## src/rtl/imem_loader.sv

```systemverilog
// Instruction-memory loader: assembles a little-endian byte stream into 32-bit
// words and writes them to the I$. Define IMEM_LOADER_CHECKSUM_EN for o_checksum.
module imem_loader #(
  parameter int                AWIDTH    = 32,
  parameter logic [AWIDTH-1:0] BASE_ADDR = '0
) (
  input  logic              i_clk,
  input  logic              i_reset,
  input  logic              i_start,
  input  logic [15:0]       i_num_words,
  input  logic              i_byte_valid,
  input  logic [7:0]        i_byte,
  output logic              o_byte_ready,
  output logic              o_icache_rq,
  output logic              o_icache_rnw,
  output logic [AWIDTH-1:0] o_icache_addr,
  output logic [31:0]       o_icache_wdata,
  output logic              o_core_reset,
  output logic              o_busy,
  output logic              o_done,
  output logic [31:0]       o_checksum
);

  typedef enum logic [1:0] {S_IDLE, S_RECV, S_WRITE, S_DONE} state_t;

  state_t            state_q, state_d;
  logic [15:0]       count_q, count_d;
  logic [AWIDTH-1:0] addr_q, addr_d;
  logic [AWIDTH-1:0] last_addr_q, last_addr_d;
  logic [31:0]       word_q, word_d;
  logic [1:0]        idx_q, idx_d;
  logic              start_accept;

  assign start_accept = i_start && ((state_q == S_IDLE) || (state_q == S_DONE));

  always_ff @(posedge i_clk) begin
    if (i_reset) begin
      state_q     <= S_IDLE;
      count_q     <= '0;
      addr_q      <= BASE_ADDR;
      last_addr_q <= BASE_ADDR;
      word_q      <= '0;
      idx_q       <= '0;
    end else begin
      state_q     <= state_d;
      count_q     <= count_d;
      addr_q      <= addr_d;
      last_addr_q <= last_addr_d;
      word_q      <= word_d;
      idx_q       <= idx_d;
    end
  end

  always_comb begin
    state_d     = state_q;
    count_d     = count_q;
    addr_d      = addr_q;
    last_addr_d = last_addr_q;
    word_d      = word_q;
    idx_d       = idx_q;
    case (state_q)
      S_IDLE, S_DONE: begin
        if (i_start) begin
          if (i_num_words != 16'd0) begin
            state_d = S_RECV;
            count_d = i_num_words;
            addr_d  = BASE_ADDR;
            idx_d   = 2'd0;
          end else begin
            state_d = S_DONE;
          end
        end
      end
      S_RECV: begin
        if (i_byte_valid) begin
          word_d[{idx_q, 3'b000} +: 8] = i_byte;
          idx_d = idx_q + 2'd1;
          if (idx_q == 2'd3) state_d = S_WRITE;
        end
      end
      S_WRITE: begin
        // the address seen outside WRITE is the one just written
        last_addr_d = addr_q;
        count_d     = count_q - 16'd1;
        if (count_q == 16'd1) begin
          state_d = S_DONE;
        end else begin
          addr_d  = addr_q + AWIDTH'(4);
          state_d = S_RECV;
        end
      end
      default: state_d = S_IDLE;
    endcase
  end

  assign o_byte_ready   = (state_q == S_RECV);
  assign o_icache_rq    = (state_q == S_WRITE);
  assign o_icache_rnw   = (state_q != S_WRITE);
  assign o_icache_addr  = (state_q == S_WRITE) ? addr_q : last_addr_q;
  assign o_icache_wdata = (state_q == S_WRITE) ? word_q : 32'h0;
  assign o_core_reset   = (state_q != S_DONE);
  assign o_busy         = (state_q == S_RECV) || (state_q == S_WRITE);
  assign o_done         = (state_q == S_DONE);

`ifdef IMEM_LOADER_CHECKSUM_EN
  logic [31:0] sum_q, sum_d;

  always_ff @(posedge i_clk) begin
    if (i_reset) sum_q <= '0;
    else         sum_q <= sum_d;
  end

  always_comb begin
    sum_d = sum_q;
    if (start_accept)            sum_d = 32'h0;
    else if (state_q == S_WRITE) sum_d = sum_q + word_q;
  end

  assign o_checksum = sum_q;
`else
  logic unused_start_accept;
  assign unused_start_accept = start_accept;
  assign o_checksum = 32'h0;
`endif

endmodule
```

## config.mk

```make
export PLATFORM = sky130hd
export DESIGN_NAME = imem_loader
export DESIGN_NICKNAME = d
export VERILOG_FILES = /design/src/rtl/imem_loader.sv
export SDC_FILE = /design/constraint.sdc
export NUM_CORES = 1
export LEC_CHECK = 0
export CAP_MARGIN = 5
export CELL_PAD_IN_SITES_DETAIL_PLACEMENT = 1
export CELL_PAD_IN_SITES_GLOBAL_PLACEMENT = 1
export CORE_ASPECT_RATIO = 1.75
export CORE_UTILIZATION = 41
export DETAILED_ROUTE_END_ITERATION = 8
export PLACE_DENSITY = 0.87
export SYNTH_ARGS = -nofsm -noshare
export SYNTH_HDL_FRONTEND = slang
export SYNTH_SLANG_ARGS = --single-unit
export TNS_END_PERCENT = 1
```

## constraint.sdc

```tcl
create_clock -name i_clk -period 5.7 [get_ports i_clk]
set_clock_uncertainty 0.1 [all_clocks]
set_input_delay 1.14 -clock i_clk [delete_from_list [all_inputs] [get_ports i_clk]]
set_output_delay 1.14 -clock i_clk [all_outputs]
set_load 0.02 [all_outputs]
```

# [Yosys cells after proc, flatten, opt, wreduce, memory -nomap -nowiden]
# Cells that the tools add are included.
[classes] addsub=4 multipliers=0 n_div=0 n_lt_le_gt_ge=0 n_eq_ne=12 shift=2 n_mux=20 bitwise=0 reduce_logical=11
[op_table] op="two-way mux 32 bit" count=5
[op_table] op="one-hot mux 32 bit (2 select lines)" count=1
[op_table] op="adder 32 x 3 -> 32 bit, second input constant" count=1
[op_table] op="bitwise mux 32 bit" count=1
[op_table] op="two-way mux 16 bit" count=2
[op_table] op="one-hot mux 16 bit (2 select lines)" count=1
[op_table] op="variable shift 8 x 7 -> 32 bit, first input constant" count=1
[op_table] op="indexed part select 8 x 7 -> 32 bit" count=1
[op_table] op="equality test 16 x 1 -> 1 bit, second input constant" count=1
[op_table] op="two-way mux 2 bit" count=8
[op_table] op="nonzero test 16 bit" count=1
[op_table] op="subtractor 16 x 1 -> 16 bit, second input constant" count=1
[op_table] op="inequality test 2 bit, second input constant" count=6
[op_table] op="AND reduction 4 bit" count=2
[op_table] op="negator 5 -> 7 bit" count=1
[op_table] op="equality test 2 bit, second input constant" count=3
[op_table] op="one-hot mux 2 bit (3 select lines)" count=1
[op_table] op="AND reduction 3 bit" count=2
[op_table] op="one-hot mux 2 bit (2 select lines)" count=1
[op_table] op="nonzero test 2 bit" count=2
[op_table] op="adder 2 x 1 -> 2 bit, second input constant" count=1
[op_table] op="equality test 2 x 1 -> 1 bit, second input constant" count=1
[op_table] op="zero test 2 bit" count=1
[op_table] op="inequality test 2 x 1 -> 1 bit, second input constant" count=1
[op_table] op="3 further kinds" count=3
[totals] ff_bits=116 latchBits=0 mem_bits_rw=0 rom_bits=0 inputBits=28 out_inout_bits=102 word_cells=55 memories=0

# [Depth between registers and ports, before layout]
[logic_depth] word_depth=4 mapped_depth=9 mapped_depth_nobuf=7

# [Worst setup path before layout]
# No wires, ideal clock.
[synth_timing] kind="register -> output" from="reg state_q[0]" to="out o_icache_addr[16]" arrival_time_ns=1.760 required_time_ns=4.460 setup_slack_ns=2.700 path_stages_with_launch=6 path_buffers=2 cell_sequence="dfxtp_1 inv_1 ha_1 buf_2 buf_1 mux2_2"
[synth_between] elab_chain_len=2
[synth_rtl] element="start: declaration" line_no="26" source="state_t state_q, state_d;"
[synth_rtl] element="start signal: assignment" line_no="45" source="state_q <= state_d;"
[synth_rtl] element="equality test 2 bit"
[synth_rtl] element="named net o_icache_rq" line_no="14" source="output logic o_icache_rq,"
[synth_rtl] element="two-way mux 32 bit"
[synth_rtl] element="end: declaration" line_no="16" source="output logic [AWIDTH-1:0] o_icache_addr,"
# The timed path passes the listed nets, and every way through them passes these cells.

# [Final worst setup path]
[layout_timing] from="reg state_q[0]" to="out o_icache_wdata[11]"
[layout_between] elab_chain_len=2
[layout_rtl] element="equality test 2 bit" line_no="100" source="assign o_icache_wdata = (state_q == S_WRITE) ? word_q : 32'h0;"
[layout_rtl] element="two-way mux 32 bit" line_no="100"
[layout_rtl] element="end: declaration" line_no="17" source="output logic [31:0] o_icache_wdata,"
# No other way between the ends.

==> summary.md <==
| Metric | Value |
|---|---|
| Startpoint types | `register` |
| Slew HR | `approximately 25%` |
| P_leak | `around 2.6 nW` |
| Reg2reg setup slack | `between 2000 and 2500 ps` |
| Synth warn | `0` |
| Status | `complete, no violations` |
| Setup Viol. Count Final | `0` |
| Avg Inst Size Synth | `8.813 sq um` |
| Yosys top cell area share | `between 30% and 40%` |
| PnR Total Power | `between 0.002 and 0.003 W` |
| Die footprint | `between 10000 and 15000 sq um` |
| Post-DP HPWL | `around 12000 microns` |
| CTS tree | `built` |
| Power Dens Cells | `389.1 nW/um^2` |
| Port-buffer cells | `97` |
| CP endpoint kind | `output port` |
| Area grow syn2layout | `26.44%` |
| Max layer used | `met4` |
| Skew-Pair Late Insertion Delay | `420 ps` |
| Die H | `roughly 160 microns` |
| Top cells by count, synth | `114 x dfxtp_1, 50 x nor2_1, 46 x a21oi_1, 40 x nor2b_1, 36 x and2_1` |
| First-pass GRT wire length | `between 20000 and 30000 microns` |
| P_int | `0.001904 W` |
| DR WL/cell | `between 15 and 20 microns` |
| Layout Nets | `between 700 and 800` |
| GRT Util Overall | `about 24%` |
| Clk buf depth | `2` |
| DRT Pass-1 Iters | `5` |
| Crit path DAT | `2900 ps` |
| Main synth FF type | `dfxtp_1` |
| Final wirelength | `17780 microns` |
| DR vias | `between 5000 and 6000` |
| First DRT Iteration DRCs | `~200` |
| Final hold vios | `0` |
| GRT overflow | `0` |
| Dominant cell by count in the synthesized netlist | `dfxtp_1` |
| CTS Buf Count | `17` |
| Hold bufs inserted after CTS | `0` |
| Vias in the first global route | `5752` |
| Post-route DRC | `0` |
| Initial antenna violation count | `0` |
| H-tree depth | `4` |
| Post-cts sizing count | `0` |
| FF+latch count, synth | `around 110` |
| Met2 routed WL | `~10000 microns` |
| Core Footprint | `~14000 sq um` |
| Setup TNS Final | `0 ps` |
| Combinational Power Share | `27.1%` |
| P_sw | `about 0.001 W` |
| Seq/Total Area, Yosys | `about two fifths` |
| Post-synth EDFFs | `0` |
| Type of the worst setup path | `register to output port` |
| CP Max Fanout | `40` |
| Vias per cell | `between 5 and 6` |
| M1 WL | `6487 microns` |
| Post-synth top area cell | `dfxtp_1` |
| Post-DRT Antenna Nets | `0` |
| Fmax achieved | `241.6 MHz` |
| Pin count of the biggest net entering global routing | `60` |
| Worst slew pin tran | `~1100 ps` |
| Seq pwr share | `between 30% and 40%` |
| RSZ-0062 raised after global routing | `false` |
| Layout cell share with drive strength beyond 1 | `approximately an eighth` |
| Unique cell type count in the Yosys netlist | `63` |
| Switching part of the total | `around a third` |
| Final Slew Violations | `0` |
| Row count | `57` |
| Req. time, crit path | `4460 ps` |
| Clock sink count | `approximately 110` |
| Post-CTS Setup Bufs | `0` |
| Final Wtd Congestion | `0.8624` |
| Clock slew at reported path FFs | `roughly 60 ps` |
| MaxCap Viol Count | `0` |
| Worst Hold Class | `register to register` |
| Maximum VDD drop | `0.2860 mV` |
| Die W | `between 90 and 100 microns` |
| Post-Syn Area | `between 5000 and 6000 sq um` |
| Post-synth ARST share | `0%` |
| Clock power frac | `40.5%` |
| Clock root buffer master | `clkbuf_16` |
| Ant diodes | `0` |
| Met3 WL | `roughly 630 microns` |
| Cells after synthesis | `between 600 and 700` |
| Final period util | `72.61%` |
| Tmin final | `4139 ps` |
| Starting Density | `between 40% and 50%` |
| Cell types occupying the most area after synthesis | `dfxtp_1 39%, mux2_2 5.7%, nor2b_1 4.2%` |
| # IOs | `130` |
==> state kept, by name (all words and copies together) (netlist names) <==
| name | count |
|---|---|
| last_addr_q | 32 |
| word_q | 32 |
| addr_q | 30 |
| count_q | 16 |
| idx_q | 2 |
| state_q | 2 |
==> path summary, 6_finish.rpt <==
kind | from | to | cells after the start
max | state_q[0]$_SDFFE_PP0P_ | o_icache_wdata[11] | 5
min | addr_q[31]$_SDFFE_PP0P_ | addr_q[31]$_SDFFE_PP0P_ | 2
max reg2reg | state_q[0]$_SDFFE_PP0P_ | state_q[1]$_SDFFE_PP0P_ | 8
min reg2reg | addr_q[31]$_SDFFE_PP0P_ | addr_q[31]$_SDFFE_PP0P_ | 2
==> cell type report <==
cell class                      count  area [sq um]
Fill cell                        1621          6524
Inverter                           15         56.30
Multi-Input combinational cell    499          3248
Tap cell                          177         221.5
Clock buffer                       20         446.7
Sequential cell                   114          2282
Clock inverter                     12         203.9
Timing Repair Buffer              101         996.0
==> placed cells by master, fill, tap and decap left out, types with 3 or more instances in the layout <==
master	Yosys	final
clkbuf_16	0	17
o21a_1	3	3
clkinvlp_4	0	3
nand2b_1	5	5
clkdlybuf4s50_1	0	96
nor4_1	4	4
nand4_1	18	18
buf_4	33	4
ha_1	13	12
a21oi_1	46	46
bufinv_16	0	5
nor2_1	50	50
o21ai_0	25	25
or4_1	25	25
and2_1	36	36
o31ai_1	23	23
nor3_1	9	9
a22oi_1	33	33
dfxtp_1	114	114
o211ai_1	8	8
conb_1	1	32
or3_1	9	9
nand2_1	25	25
and3_1	5	5
nor2b_1	40	40
nand3_1	8	8
nor4_2	7	7
mux2_2	30	30
inv_1	14	14
a211oi_1	5	5
o21ai_1	3	3
==> cells by family (layout without fill, tap and decap cells) <==
logic type,after synthesis,count (layout),synth area share [%]
compound gates,163,163,17.98
other cells,1,32,0.06361
fa+ha+maj,13,13,2.759
flops,114,114,38.71
simple gates,260,260,26.25
buf+inv,87,148,8.340
mux,31,31,5.900
==> power groups by stage <==
| stage | Sequential [W] | Combinational (W) | Clock [W] |
|---|---|---|---|
| CTS | 0.000938 | 0.000786 | 0.00119 |
| detailed placement | 0.000952 | 0.000775 | 0 |
| global route | 0.000951 | 0.000857 | 0.00123 |
| finish | 0.000940 | 0.000786 | 0.00118 |
| floorplan | 0.000929 | 0.000592 | 0 |
| global placement | 0.000946 | 0.000740 | 0 |
==> stage by stage <==
| stage | hold WS [ps] | setup WS (ps) | utilization [%] | instance area, sq um | cells |
|---|---|---|---|---|---|
| 2_1_floorplan | 345.3 | 2700 | - | 6012 | 700 |
| 3_3_place_gp | 362.8 | 1790 | 48.68 | 6804 | 906 |
| 3_5_place_dp | 381.5 | 1701 | 48.68 | 6804 | 906 |
| 4_1_cts | 391.1 | 1523 | 53.33 | 7455 | 938 |
| 5_1_grt | 431.3 | 1424 | 53.33 | 7455 | 938 |
| 6_report | 387.3 | 1561 | 53.33 | 7455 | 938 |
==> layer usage <==
| layer | global-route usage [%] | vias up |
|---|---|---|
| met2 | 46.67 | 135 |
| met3 | 5.540 | 46 |
| met4 | 12.17 | 0 |
| met5 | 0 | - |
| met1 | 23.98 | 2714 |
| li1 | - | 2524 |
==> critical path, cell delays in order, from the launching register on <==
cell and delay [ps]:
dfxtp_1 350, inv_1 80, ha_2 740, buf_4 450
and2_1 210, clkdlybuf4s50_1 620
Power figures use the tool's default switching activity.
